<file path="config.mk">
export PLATFORM = sky130hd
export DESIGN_NAME = multicycle_ctrl
export DESIGN_NICKNAME = d
export VERILOG_FILES = /design/src/rtl/ctrl_pkg.sv /design/src/rtl/alu_decoder.sv /design/src/rtl/multicycle_ctrl.sv
export SDC_FILE = /design/constraint.sdc
export NUM_CORES = 1
export LEC_CHECK = 0
export CORE_MARGIN = 2
export CORE_UTILIZATION = 40
export DETAILED_ROUTE_END_ITERATION = 7
export PLACE_DENSITY_LB_ADDON = 0.2
export SLEW_MARGIN = 25
export SYNTH_ARGS = -nofsm -noshare
export SYNTH_HDL_FRONTEND = slang
export SYNTH_SLANG_ARGS = --single-unit
</file>
<file path="constraint.sdc">
create_clock -name clk -period 1.7 [get_ports clk]
set_input_delay 0.34 -clock clk [delete_from_list [all_inputs] [get_ports clk]]
set_output_delay 0.34 -clock clk [all_outputs]
set_load 0.1 [all_outputs]
</file>
<file path="src/rtl/ctrl_pkg.sv">
// Shared constants, state encoding and legality check
// for the multi-cycle RV32I control unit.
package ctrl_pkg;

  localparam logic [6:0] OP_R     = 7'b0110011;
  localparam logic [6:0] OP_I     = 7'b0010011;
  localparam logic [6:0] OP_LOAD  = 7'b0000011;
  localparam logic [6:0] OP_STORE = 7'b0100011;

  localparam int CNT_W = 4;

  localparam logic [3:0] ALU_AND = 4'b0000;
  localparam logic [3:0] ALU_OR  = 4'b0001;
  localparam logic [3:0] ALU_ADD = 4'b0010;
  localparam logic [3:0] ALU_XOR = 4'b0011;
  localparam logic [3:0] ALU_SUB = 4'b0110;
  localparam logic [3:0] ALU_SLT = 4'b0111;
  localparam logic [3:0] ALU_SLL = 4'b1000;
  localparam logic [3:0] ALU_SRL = 4'b1001;
  localparam logic [3:0] ALU_SRA = 4'b1010;

  typedef enum logic [2:0] {
    S_FETCH,
    S_DECODE,
    S_EXEC,
    S_MEM,
    S_WB,
    S_TRAP
  } state_t;

  function automatic logic is_legal(
    input logic [6:0] op,
    input logic [6:0] f7,
    input logic [2:0] f3
  );
    logic ok;
    ok = 1'b0;
    case (op)
      OP_R:     ok = (f7 == 7'b0000000) ||
                     (f7 == 7'b0100000);
      OP_I:     ok = 1'b1;
      OP_LOAD:  ok = (f3 == 3'b010);
      OP_STORE: ok = (f3 == 3'b010);
      default:  ok = 1'b0;
    endcase
    return ok;
  endfunction

endpackage

</file>
<file path="src/rtl/alu_decoder.sv">
// Maps latched opcode/funct fields to the ALU control code.
// Memory ops and unknown opcodes fall back to ADD.
module alu_decoder
  import ctrl_pkg::*;
#(
  parameter int ALU_CC_W = 4
) (
  input  logic [6:0]          opcode,
  input  logic [6:0]          funct7,
  input  logic [2:0]          funct3,
  output logic [ALU_CC_W-1:0] alu_cc
);

  logic       is_r;
  logic       is_i;
  logic       alt;
  logic [3:0] code;
  logic       unused_f7;

  assign is_r      = (opcode == OP_R);
  assign is_i      = (opcode == OP_I);
  assign alt       = funct7[5];
  assign unused_f7 = ^{funct7[6], funct7[4:0]};

  always_comb begin
    code = ALU_ADD;
    unique case (1'b1)
      is_r, is_i: begin
        unique case (funct3)
          3'b000: code = (is_r && alt) ? ALU_SUB
                                       : ALU_ADD;
          3'b001: code = ALU_SLL;
          3'b010: code = ALU_SLT;
          3'b011: code = ALU_SLT;
          3'b100: code = ALU_XOR;
          3'b101: code = alt ? ALU_SRA : ALU_SRL;
          3'b110: code = ALU_OR;
          3'b111: code = ALU_AND;
          default: code = ALU_ADD;
        endcase
      end
      default: code = ALU_ADD;
    endcase
  end

  assign alu_cc = ALU_CC_W'(code);

endmodule

</file>
<file path="src/rtl/multicycle_ctrl.sv">
// Multi-cycle control FSM: fetch/decode/exec/mem/wb
// sequencing for R/I-type ALU ops, lw and sw.
module multicycle_ctrl
  import ctrl_pkg::*;
#(
  parameter int ALU_CC_W = 4,
  parameter int MEM_WAIT = 1
) (
  input  logic                clk,
  input  logic                reset,
  input  logic [6:0]          opcode,
  input  logic [6:0]          funct7,
  input  logic [2:0]          funct3,
  output logic                ir_en,
  output logic                pc_en,
  output logic                reg_write,
  output logic                mem2reg,
  output logic                alu_src,
  output logic                mem_read,
  output logic                mem_write,
  output logic [ALU_CC_W-1:0] alu_cc,
  output logic                instr_done,
  output logic                illegal
);

  state_t             state;
  state_t             nxt;
  logic [6:0]         op_q;
  logic [6:0]         f7_q;
  logic [2:0]         f3_q;
  logic [CNT_W-1:0]   cnt;
  logic [ALU_CC_W-1:0] dec_cc;
  logic               is_ld;
  logic               is_st;
  logic               mem_last;

  assign is_ld    = (op_q == OP_LOAD);
  assign is_st    = (op_q == OP_STORE);
  assign mem_last = (cnt == '0);

  alu_decoder #(
    .ALU_CC_W(ALU_CC_W)
  ) u_alu_dec (
    .opcode(op_q),
    .funct7(f7_q),
    .funct3(f3_q),
    .alu_cc(dec_cc)
  );

  always_ff @(posedge clk) begin
    if (reset) state <= S_FETCH;
    else       state <= nxt;
  end

  always_ff @(posedge clk) begin
    if (reset) begin
      op_q <= '0;
      f7_q <= '0;
      f3_q <= '0;
      cnt  <= '0;
    end else begin
      if (state == S_DECODE) begin
        op_q <= opcode;
        f7_q <= funct7;
        f3_q <= funct3;
      end
      if (state == S_EXEC)
        cnt <= CNT_W'(MEM_WAIT);
      else if (state == S_MEM && !mem_last)
        cnt <= cnt - CNT_W'(1);
    end
  end

  always_comb begin
    nxt = state;
    unique case (state)
      S_FETCH:  nxt = S_DECODE;
      S_DECODE: nxt = is_legal(opcode, funct7, funct3)
                      ? S_EXEC : S_TRAP;
      S_EXEC:   nxt = (is_ld || is_st) ? S_MEM : S_WB;
      S_MEM:    if (mem_last) nxt = is_ld ? S_WB : S_FETCH;
      S_WB:     nxt = S_FETCH;
      S_TRAP:   nxt = S_TRAP;
      default:  nxt = S_FETCH;
    endcase
  end

  // Everything is forced low while reset is held, even mid-instruction.
  always_comb begin
    ir_en      = 1'b0;
    pc_en      = 1'b0;
    reg_write  = 1'b0;
    mem2reg    = 1'b0;
    alu_src    = 1'b0;
    mem_read   = 1'b0;
    mem_write  = 1'b0;
    alu_cc     = '0;
    instr_done = 1'b0;
    illegal    = 1'b0;
    if (!reset) begin
      unique case (state)
        S_FETCH: ir_en = 1'b1;
        S_DECODE: ;
        S_EXEC: begin
          alu_src = (op_q != OP_R);
          alu_cc  = dec_cc;
        end
        S_MEM: begin
          alu_src   = 1'b1;
          alu_cc    = dec_cc;
          mem_read  = is_ld;
          mem_write = is_st;
          if (is_st && mem_last) begin
            pc_en      = 1'b1;
            instr_done = 1'b1;
          end
        end
        S_WB: begin
          alu_src    = (op_q != OP_R);
          alu_cc     = dec_cc;
          reg_write  = 1'b1;
          mem2reg    = is_ld;
          pc_en      = 1'b1;
          instr_done = 1'b1;
        end
        S_TRAP: illegal = 1'b1;
        default: ;
      endcase
    end
  end

endmodule

</file>
Word level (Yosys, flattened, before mapping)
Index checks and enable logic that the tools add are counted.
{"block": "totals", "regBits": 23, "input_bits": 19, "output_inout_bits": 13, "word_cells": 80}
{"block": "op_classes", "n_mux": 32, "add_sub_neg": 1, "reduce_logical": 17, "eq_ne": 24}
{"cell": "$eq 7x6->1 const B", "n": 5}
{"cell": "$pmux 4 s7", "n": 1}
{"cell": "$eq 3x3->1 const B", "n": 6}
{"cell": "$mux 1", "n": 18}
{"cell": "$eq 3x2->1 const B", "n": 5}
{"cell": "$mux 3", "n": 5}
{"cell": "$pmux 3 s5", "n": 1}
{"cell": "$eq 7x2->1 const B", "n": 2}
{"cell": "$eq 7x5->1 const B", "n": 2}
{"cell": "$mux 4", "n": 3}
{"cell": "$reduce_or 2->1", "n": 5}
{"cell": "$logic_not 7->1", "n": 1}
{"cell": "$ne 7x6->1 const B", "n": 1}
{"cell": "$eq 3x1->1 const B", "n": 2}
{"cell": "$logic_not 3->1", "n": 2}
{"cell": "$logic_not 4->1", "n": 1}
{"cell": "$pmux 1 s2", "n": 2}
{"cell": "$sub 4x1->4 const B", "n": 1}
{"cell": "$logic_and 1x1->1", "n": 3}
{"cell": "$pmux 1 s3", "n": 1}
{"cell": "$reduce_or 3->1", "n": 1}
{"cell": "$logic_or 1x1->1", "n": 2}
{"cell": "$mux 2", "n": 1}
{"cell": "$ne 2x2->1 const B", "n": 1}
{"cell": "2 further kinds", "n": 2}

Logic depth before layout (Yosys ltp)
Gate-level depths: netlist of run 1.
{"block": "logic_depth", "depth_word": 7, "mapped_depth": 7, "mapped_depth_nobuf": 6}

Hierarchy
Synthesis of run 1 repeated with hierarchy kept, for this count alone.
{"block": "unflattened", "cells_unflattened": 167, "hier_area_um2": 1244.9}
{"mod": "multicycle_ctrl", "seq_area_each_um2": 480.5, "area_each_um2": 1167.4, "cells_per_inst": 153, "instances": 1}
{"mod": "alu_decoder", "seq_area_each_um2": 0.0, "area_each_um2": 77.6, "cells_per_inst": 14, "instances": 1}

Least setup slack after synthesis of run 1
OpenSTA, ideal clock, no wires.
{"block": "synth_timing", "kind": "reg2out", "startpoint": "register op_q[6]", "endpoint": "output pc_en", "arrival_time_ps": 3761, "stages_incl_launch_ff": 6, "path_slack_ps": -2401, "cell_sequence": "dfxtp_1 -> nand4bb_1 -> nor3_1 -> nand3_1 -> o21ai_0 -> buf_4"}
{"block": "synth_between", "elab_chain_len": 5}
{"item": "start: declaration", "line": "multicycle_ctrl.sv:28", "source": "logic [6:0] op_q;"}
{"item": "start signal: assignment", "line": "multicycle_ctrl.sv:63", "source": "op_q <= opcode;"}
{"item": "$eq 7x6->1", "line": "multicycle_ctrl.sv:38", "source": "assign is_st = (op_q == OP_STORE);"}
{"item": "$logic_and 1x1->1", "line": "multicycle_ctrl.sv:113", "source": "if (is_st && mem_last) begin"}
{"item": "$mux 1"}
{"item": "$pmux 1 s2"}
{"item": "$mux 1"}
{"item": "end: declaration", "line": "multicycle_ctrl.sv:15", "source": "output logic pc_en,"}
No other way between the ends.

Worst setup path after layout of run 1
{"block": "layout_timing", "startpoint": "register state[2]", "endpoint": "output alu_cc[0]"}
{"block": "layout_between", "elab_chain_len": 4, "elab_cells_between_ends": 6, "classes_between": "eq/ne: 3; mux: 2; reduce/logical: 1"}
{"item": "start: declaration", "line": "multicycle_ctrl.sv:26", "source": "state_t state;"}
{"item": "start signal: assignment", "line": "multicycle_ctrl.sv:52", "source": "else state <= nxt;"}
{"item": "$eq 3x2->1 or $eq 3x3->1 (tied branches)", "line": "multicycle_ctrl.sv:101", "source": "unique case (state)"}
{"item": "$reduce_or 3->1 (no source line) *"}
{"item": "$mux 4 *", "line": "multicycle_ctrl.sv:101"}
{"item": "$mux 4 *", "line": "multicycle_ctrl.sv:100", "source": "if (!reset) begin"}
{"item": "end: declaration", "line": "multicycle_ctrl.sv:21", "source": "output logic [ALU_CC_W-1:0] alu_cc,"}
Mark *: on every way between the ends. The rest lies on a longest branch, timed or not.

==> out/results.ini, run 1 <==
[final_layout]
drive_gt1_share_pct = 45.0
stdcell_area_sq_um = 1940
synthToLayoutAreaGrowth_pct = 100
diodes = 0
nNetsFinal = 211

[global_routing]
gr-total-overflow = 0
track_usage_pct = 28.3
antenna_found_initial = 0
grt_max_degree = 12
grt_pass1_wl_mm = 5.64
grt_pass1_vias = 1214

[floorplanning]
start_util_pct = 43.0
die_w_microns = 53.2
num_rows = 17
fp.dieH_microns = 53.2
core_area_sq_um = 2250
dieArea_sq_um = 2830
num_io_pins = 32

[cts]
clock_path_buffers = 2
cts_hold_buf = 0
clock_sinks = 18
cts_tree = built
cts_buffers = 3
clk_pin_slew_ns = 0.09
clk_latency_ns = 0.29
clock-root-buffer = clkbuf_4
cts_max_level = 1

[synthesis]
ys_seq_elements = 18
yosysSeqAreaShare_pct = 37.2
yosys-top-cells-area = dfxtp_1 (37%), a21oi_1 (10%), nand2_1 (9.7%)
syn_inst = 134
synth_top_family_by_area = simple AND/OR/NAND/NOR gates
ys.flop_type = dfxtp_1
synth.top_cells.by_count = nand2_1 (25), a21oi_1 (20), dfxtp_1 (18)
synthAdderAreaFrac_pct = 1.29
synthMuxAreaShare_pct = 1.03
async_flop_share_pct = 0
synth-edff-count = 0
syn-cell-area_sq_um = 968
synth-simple-area-share_pct = 33.7
synthesis.nets = 154
synth-xor-area-share_pct = 2.71
synth_compound_area_share_pct = 17.4
yosys_warnings = 0
syn_area_per_cell_sq_um = 7.23
yosys.area.top_type = dfxtp_1
yosysUniqueCellTypes = 31
yosysMostFrequentCell = nand2_1
synth_top_area_share_pct = 37.2

[sta]
setup_viol = 14
worst_slew_pin_slew_ns = 0.405
hold_viol_final = 0
relSlewSlack_pct = 73.0
skew_ns = 0.00185
setup-tns-final_ns = -3.45
rsz0062_at_grt = true
period_minus_slack_ns = 2.07
fmax_ghz = 0.483
slew_violations = 0
worst_slack_ns = -0.370
fin_crit_sh_pct = 122

[critical_path]
arrival_ns = 1.73
r2r_end = state[1]
worstPathRequired_ns = 1.36
path_buf_inv = 2
crit_chain = or3b_4, a21oi_4, nand2_4, buf_6, nor2_4, buf_12
rr_worst_depth = 6
startpoint_type = register
crit_type = register to primary output
path_max_fanout = 3
cp-end-kind = primary output
crit_slowest_cell = or3b_4
cp.depth = 6
crit_end = alu_cc[0]
max_stage_delay_ns = 0.40
r2r_start = state[1]
r2r_slack_ns = -0.04
crit_start = state[2]
critPathTopFamily = simple AND/OR/NAND/NOR gates

[placed_design]
dpl_cell_area_sq_um = 1690
port_buffers = 31
dp.final_hpwl_mm = 2.21
gp_congestion = 0.783

[detailed_routing]
firstDrtPassIters = 4
via_per_inst = 5.68
dr.first_iter.drc_count = 19
wirelength_mm = 3.59
wl_per_cell_microns = 16.5
ant_nets = 0
drc = 0
vias = 1233

[job]
max-cap-violations = 0

[worst_hold_path]
hold_path_class = register to register

[status]
violations = setup timing
status = finished, violations left

[pwr]
p_leak_uw = 0.000732
powerDensity_nw_per_um2 = 678
vdd_drop_max_uv = 550

==> state kept, by name, indices dropped and copies added, names as in the netlist <==
name,count
op_q,7
cnt,4
f3_q,3
state,3
f7_q,1
==> cell type report <==
cell class / instances / area, sq um
clock buffer: 3 / 22.5
fill: 124 / 315
inverter: 8 / 36.3
multi-input combinational: 100 / 782
sequential: 18 / 367
tap: 28 / 35.0
timing repair buffer: 60 / 697
==> report_power, final <==
group / switching, uW / internal, uW / leakage (uW)
logic: 327 / 266 / 0.000569
clock network: 126 / 82.7 / 0.0000138
registers: 48.9 / 465 / 0.000149
==> per-layer routing <==
| layer | share of wire [%] | track usage (%) |
|---|---|---|
| met5 | 0 | 0 |
| met4 | 3.2 | 15.4 |
| met3 | 6.1 | 5.08 |
| met2 | 52 | 52.1 |
| met1 | 38 | 29.9 |
==> through the flow <==
step	hold slack (ns)	setup WS (ns)	instances	power (uW)	util, %
floorplan	0.437	-0.568	134	815	-
global placement	0.445	-0.535	204	982	74.9
detailed placement	0.456	-0.601	204	1000	74.9
CTS	0.467	-0.363	213	1260	83.1
global route	0.494	-0.408	217	1370	86.0
finish	0.463	-0.370	217	1320	86.0
==> cells by family (layout without fill, tap and decap cells) <==
group                    Yosys count  after routing
AND/OR/NAND/NOR                   65             65
XOR/XNOR                           3              3
multiplexers                       1              1
flip-flops                        18             18
adder cells (fa/ha/maj)            1              1
AO/OA/AOI/OAI                     30             30
buffers and inverters             16             71
==> worst min-delay path by stage <==
stage / from / to / slack [ns] / depth (start not counted)
after detailed placement: op_q[6] / op_q[6] / 0.46 / 2
after global placement: op_q[2] / op_q[2] / 0.45 / 2
after global routing: op_q[6] / op_q[6] / 0.49 / 2
final: op_q[6] / op_q[6] / 0.46 / 2
after floorplan: op_q[2] / op_q[2] / 0.44 / 2
after CTS: op_q[6] / op_q[6] / 0.47 / 2
==> what timing repair did <==
action,4_1_cts,5_1_grt
pin swaps,14,3
hold endpoints to repair,0,0
gates cloned,0,0
gates resized for setup,44,9
setup buffers,6,4
setup endpoints to repair,16,16
==> cell usage in the layout (no fill, tap or decap), types with 2 or more instances in the layout <==
master,instances
or4_1,2
xor2_1,2
nor3b_4,2
a21oi_2,2
nor2_4,2
nor3_1,3
dfxtp_1,13
nand2_1,24
nand3_1,2
or3_4,2
or3b_4,2
nor3_4,4
nor2_1,8
buf_2,2
a21oi_1,17
clkdlybuf4s50_1,13
dfxtp_2,5
buf_4,17
buf_6,12
inv_1,5
buf_12,13
clkbuf_4,3
==> worst min-delay path, delay by kind of cell, from the launching register on <==
family,cells,cell delay [ns]
flip-flops,1,0.32
AND/OR/NAND/NOR,1,0.05
AO/OA/AOI/OAI,1,0.05
No activity file was read; power rests on OpenSTA's default activity.
==> run 2: changes to the inputs <==
ABC_AREA = 1   (was default)
CORE_UTILIZATION = 41   (was 40)
==> out/results.ini, run 2 <==
[critical_path]
path_max_fanout = 5
arrival_ns = 1.60
cp-end-kind = primary output
crit_type = register to primary output
worstPathRequired_ns = 1.36
startpoint_type = register

[synthesis]
ys_seq_elements = 18
syn-cell-area_sq_um = 1040
yosysUniqueCellTypes = 21
synth_top_area_share_pct = 34.8
synth.top_cells.by_count = nor2_1 (33), nand2_1 (32), inv_1 (23)
ys.flop_type = dfxtp_1
syn_inst = 170
yosys_warnings = 0
yosys.area.top_type = dfxtp_1
synth-edff-count = 0
synthesis.nets = 190
async_flop_share_pct = 0
syn_area_per_cell_sq_um = 6.09
yosys-top-cells-area = dfxtp_1 (35%), nor2_1 (12%), nand2_1 (12%)
yosysSeqAreaShare_pct = 34.8
yosysMostFrequentCell = nor2_1

[final_layout]
drive_gt1_share_pct = 37.7
nNetsFinal = 241
synthToLayoutAreaGrowth_pct = 85.7
reg.largest.list = op_q x7, cnt x4
fill_cells = 161
fin_util_pct = 79.1
largest_register_ffs = 7
finalNonFillerCells = 250
layout_commonest_cell = nand2_1
largest-register = op_q
diodes = 0
layout_common_cells = nand2_1 (29), nor2_1 (25), inv_1 (17), clkdlybuf4s50_1 (17), buf_4 (16)

[status]
violations = setup timing
status = finished, violations left

[cts]
clock_path_buffers = 2
clk_latency_ns = 0.29
cts_tree = built
cts_max_level = 1
clock-root-buffer = clkbuf_4
clk_pin_slew_ns = 0.10
clock_sinks = 18
cts_buffers = 3
cts_hold_buf = 0

[global_routing]
grt_max_degree = 15
antenna_found_initial = 0
grt_pass1_vias = 1193
track_usage_pct = 23.4
grt_pass1_wl_mm = 5.06
gr-total-overflow = 0

[sta]
fin_crit_sh_pct = 114
slew_violations = 0
fmax_ghz = 0.516
relSlewSlack_pct = 73.9
setup_viol = 11
worst_slew_pin_slew_ns = 0.391
skew_ns = 0.00658
rsz0062_at_grt = true
worst_slack_ns = -0.239
hold_viol_final = 0
period_minus_slack_ns = 1.94

[detailed_routing]
drc = 0
vias = 1274
wirelength_mm = 3.18
top_layer = met4
dr_wl_met2_mm = 1.74
met1_length_mm = 1.29
ant_nets = 0
via_per_inst = 5.10
route.met3.wl_microns = 113
firstDrtPassIters = 4
dr.first_iter.drc_count = 35
wl_per_cell_microns = 12.7

[pwr]
p_total_uw = 1720
p_leak_uw = 0.000794
vdd_drop_max_uv = 723
powerDensity_nw_per_um2 = 893

[floorplanning]
num_rows = 18
fp.dieH_microns = 54.3
start_util_pct = 42.6
core_area_sq_um = 2430
dieArea_sq_um = 2940
die_w_microns = 54.3
num_io_pins = 32

[job]
max-cap-violations = 0

[placed_design]
placedCellCount = 234
gp_congestion = 0.810
dp.final_hpwl_mm = 2.22
pre_cts_ws_ns = -0.307
port_buffers = 31

[worst_hold_path]
hold_path_class = register to register

-- run 2: cell types whose count changed after synthesis, moves of 5 or more --
cell / previous run / this run
nor2_1: 10 / 33
nand3_1: 4 / 10
clkbuf_1: 7 / 0
inv_1: 8 / 23
o21ai_0: 3 / 14
a21oi_1: 20 / 15
nand2_1: 25 / 32
-- run 2: worst paths after layout --
| check | depth (start not counted) | slack, ns | from | end |
|---|---|---|---|---|
| max reg2reg | 9 | 0.28 | cnt[1] | cnt[0] |
| max | 6 | -0.24 | state[2] | pc_en |
| min reg2reg | 2 | 0.49 | cnt[2] | cnt[2] |
| min | 2 | 0.49 | cnt[2] | cnt[2] |
-- run 2: metrics by stage --
stage                     hold WS [ns]  area [sq um]  setup TNS (ns)
after CTS                        0.491          1860           -1.56
after global placement           0.463          1700           -2.13
after detailed placement         0.476          1700           -2.59
final                            0.489          1920           -1.90
after floorplan                  0.448          1210           -3.47
after global routing             0.522          1920           -2.81
-- run 2: cell type report --
type | count | area (sq um) | share of cell area, %
inverters | 26 | 105 | 5.46
well taps | 30 | 37.5 | 1.95
clock buffers | 4 | 36.3 | 1.89
flip-flops and latches | 18 | 383 | 19.9
multi-input cells | 121 | 758 | 39.4
repair buffers | 51 | 604 | 31.4
-- run 2: what timing repair did --
action,CTS,global route
setup endpoints to repair,13,13
buffers inserted,8,5
hold endpoints to repair,0,0
pin swaps,13,4
gates resized for setup,23,9
-- run 2: cell families (layout without fill, tap and decap cells) --
| family | count (synthesis) | count (layout) | share of synthesized area, % |
|---|---|---|---|
| flops | 18 | 18 | 34.8 |
| fa+ha+maj | 1 | 1 | 1.21 |
| buf+inv | 31 | 81 | 12.8 |
| compound gates | 35 | 35 | 17.5 |
| simple gates | 85 | 85 | 33.7 |
-- run 2: critical path, cell delays in order, from the launching register on --
cell and delay (ns):
dfxtp_4 0.39, inv_4 0.06, nand2_4 0.06, inv_2 0.06, nand4_1 0.17, o31ai_4 0.34
buf_12 0.22
-- run 2: routing by layer --
metal  up-vias  GRT usage (%)
met5         -              0
met4         0           6.67
met3         6           3.28
met2        31           43.4
met1       590           27.7
li1        647              -
-- run 2: power by group --
group / leakage [uW] / switching [uW] / internal, uW
clock: 0.0000210 / 138 / 130
combinational: 0.000620 / 498 / 331
sequential: 0.000153 / 103 / 519
total: 0.000794 / 738 / 981
==> run 3: changes to the inputs <==
CORE_UTILIZATION = 45   (was 41)
clock period = 2.2 ns   (was 1.7 ns; I/O delays follow)
==> out/results.ini, run 3 (synthesis results as in run 2) <==
[placed_design]
gp_congestion = 0.903
placedCellCount = 230
dp.final_hpwl_mm = 2.32
dpl_cell_area_sq_um = 1600
port_buffers = 31

[detailed_routing]
ant_nets = 0
wirelength_mm = 3.05
wl_per_cell_microns = 13.0
dr.first_iter.drc_count = 43
route.met3.wl_microns = 220
dr_wl_met2_mm = 1.64
top_layer = met4
via_per_inst = 5.49
met1_length_mm = 1.14
vias = 1285
drc = 0
firstDrtPassIters = 4

[critical_path]
crit_type = register to primary output
cp-end-kind = primary output
worstPathRequired_ns = 1.76
path_max_fanout = 7
crit_chain = nor2_1, nand3_2, o31ai_4, buf_12
path_buf_inv = 1
max_stage_delay_ns = 0.41
startpoint_type = register
crit_slowest_cell = o31ai_4
arrival_ns = 1.71
critPathTopFamily = compound AO/OA/AOI/OAI gates

[worst_hold_path]
hold_path_class = register to register

[global_routing]
track_usage_pct = 24.8
antenna_found_initial = 0
gr-total-overflow = 0
grt_pass1_vias = 1215
grt_pass1_wl_mm = 4.95
grt_max_degree = 15

[sta]
skew_ns = 0.00308
worst_slew_pin_slew_ns = 0.370
rsz0062_at_grt = true
period_minus_slack_ns = 2.15
relSlewSlack_pct = 75.3
fin_crit_sh_pct = 97.6
slew_violations = 0
hold_viol_final = 0
fmax_ghz = 0.466
setup_viol = 0

[cts]
clk_pin_slew_ns = 0.10
clock_sinks = 18
clk_latency_ns = 0.30
cts_buffers = 3
cts_max_level = 1
clock-root-buffer = clkbuf_4
cts_hold_buf = 0
clock_path_buffers = 2
post-cts-setup-buffers = 0
cts_tree = built

[pwr]
vdd_drop_max_uv = 605
powerDensity_nw_per_um2 = 708
p_leak_uw = 0.000717

[final_layout]
reg.largest.list = op_q x7, cnt x4
layout_common_cells = nand2_1 (32), nor2_1 (29), inv_1 (19), clkdlybuf4s50_1 (17), dfxtp_1 (16)
drive_gt1_share_pct = 23.3
finalNonFillerCells = 234
nNetsFinal = 227
stdcell_area_sq_um = 1690
diodes = 0
largest-register = op_q
layout_commonest_cell = nand2_1
largest_register_ffs = 7
synthToLayoutAreaGrowth_pct = 62.9

[floorplanning]
dieArea_sq_um = 2700
die_w_microns = 52.0
fp.dieH_microns = 52.0
start_util_pct = 47.3
num_rows = 17
core_area_sq_um = 2190
num_io_pins = 32

[job]
max-cap-violations = 0

[status]
status = finished, final reports clean

[run 3: worst min-delay path, stage by stage (launching register included)]
cell,delay [ns]
dfxtp_1,0.35
inv_1,0.06
a21oi_1,0.05
[run 3: area by class of cell]
type,count,area [sq um]
Multi-Input combinational cell,121,666
Fill cell,150,503
Timing Repair Buffer,37,488
Sequential cell,18,365
Inverter,26,97.6
Clock buffer,4,36.3
Tap cell,28,35.0
[run 3: layer usage]
layer / up-vias / GRT usage [%]
li1: 615 / -
met3: 5 / 5.17
met4: 0 / 12.7
met1: 602 / 26.8
met2: 63 / 44.9
met5: - / 0
[run 3: what timing repair did]
action,in CTS,in global routing
setup endpoints to repair,5,8
cloned,0,0
resized for setup,2,13
pin swaps,1,3
[run 3: report_power, final]
group          total (uW)  internal, uW  switching (uW)
sequential            467           392            74.5
clock                 210           101             109
combinational         519           186             333
[run 3: metrics by stage]
| step | hold WS (ns) | util (%) | TNS, ns | worst slack, ns | power [uW] |
|---|---|---|---|---|---|
| after global placement | 0.462 | 73.2 | 0 | 0.0342 | 933 |
| final | 0.490 | 77.0 | 0 | 0.0521 | 1200 |
| after floorplan | 0.448 | - | -0.998 | -0.355 | 804 |
| after CTS | 0.489 | 75.3 | -0.00186 | -0.00186 | 1160 |
| after detailed placement | 0.473 | 73.2 | -0.0439 | -0.0222 | 957 |
| after global routing | 0.535 | 77.0 | -0.0580 | -0.0226 | 1260 |
[run 3: worst paths after layout]
check / start / endpoint / slack, ns / depth (start not counted)
worst max-delay path: op_q[6] / pc_en / 0.05 / 4
worst min-delay path: cnt[2] / cnt[2] / 0.49 / 2
worst max register to register: state[0] / f3_q[0] / 0.75 / 6
worst min register to register: cnt[2] / cnt[2] / 0.49 / 2
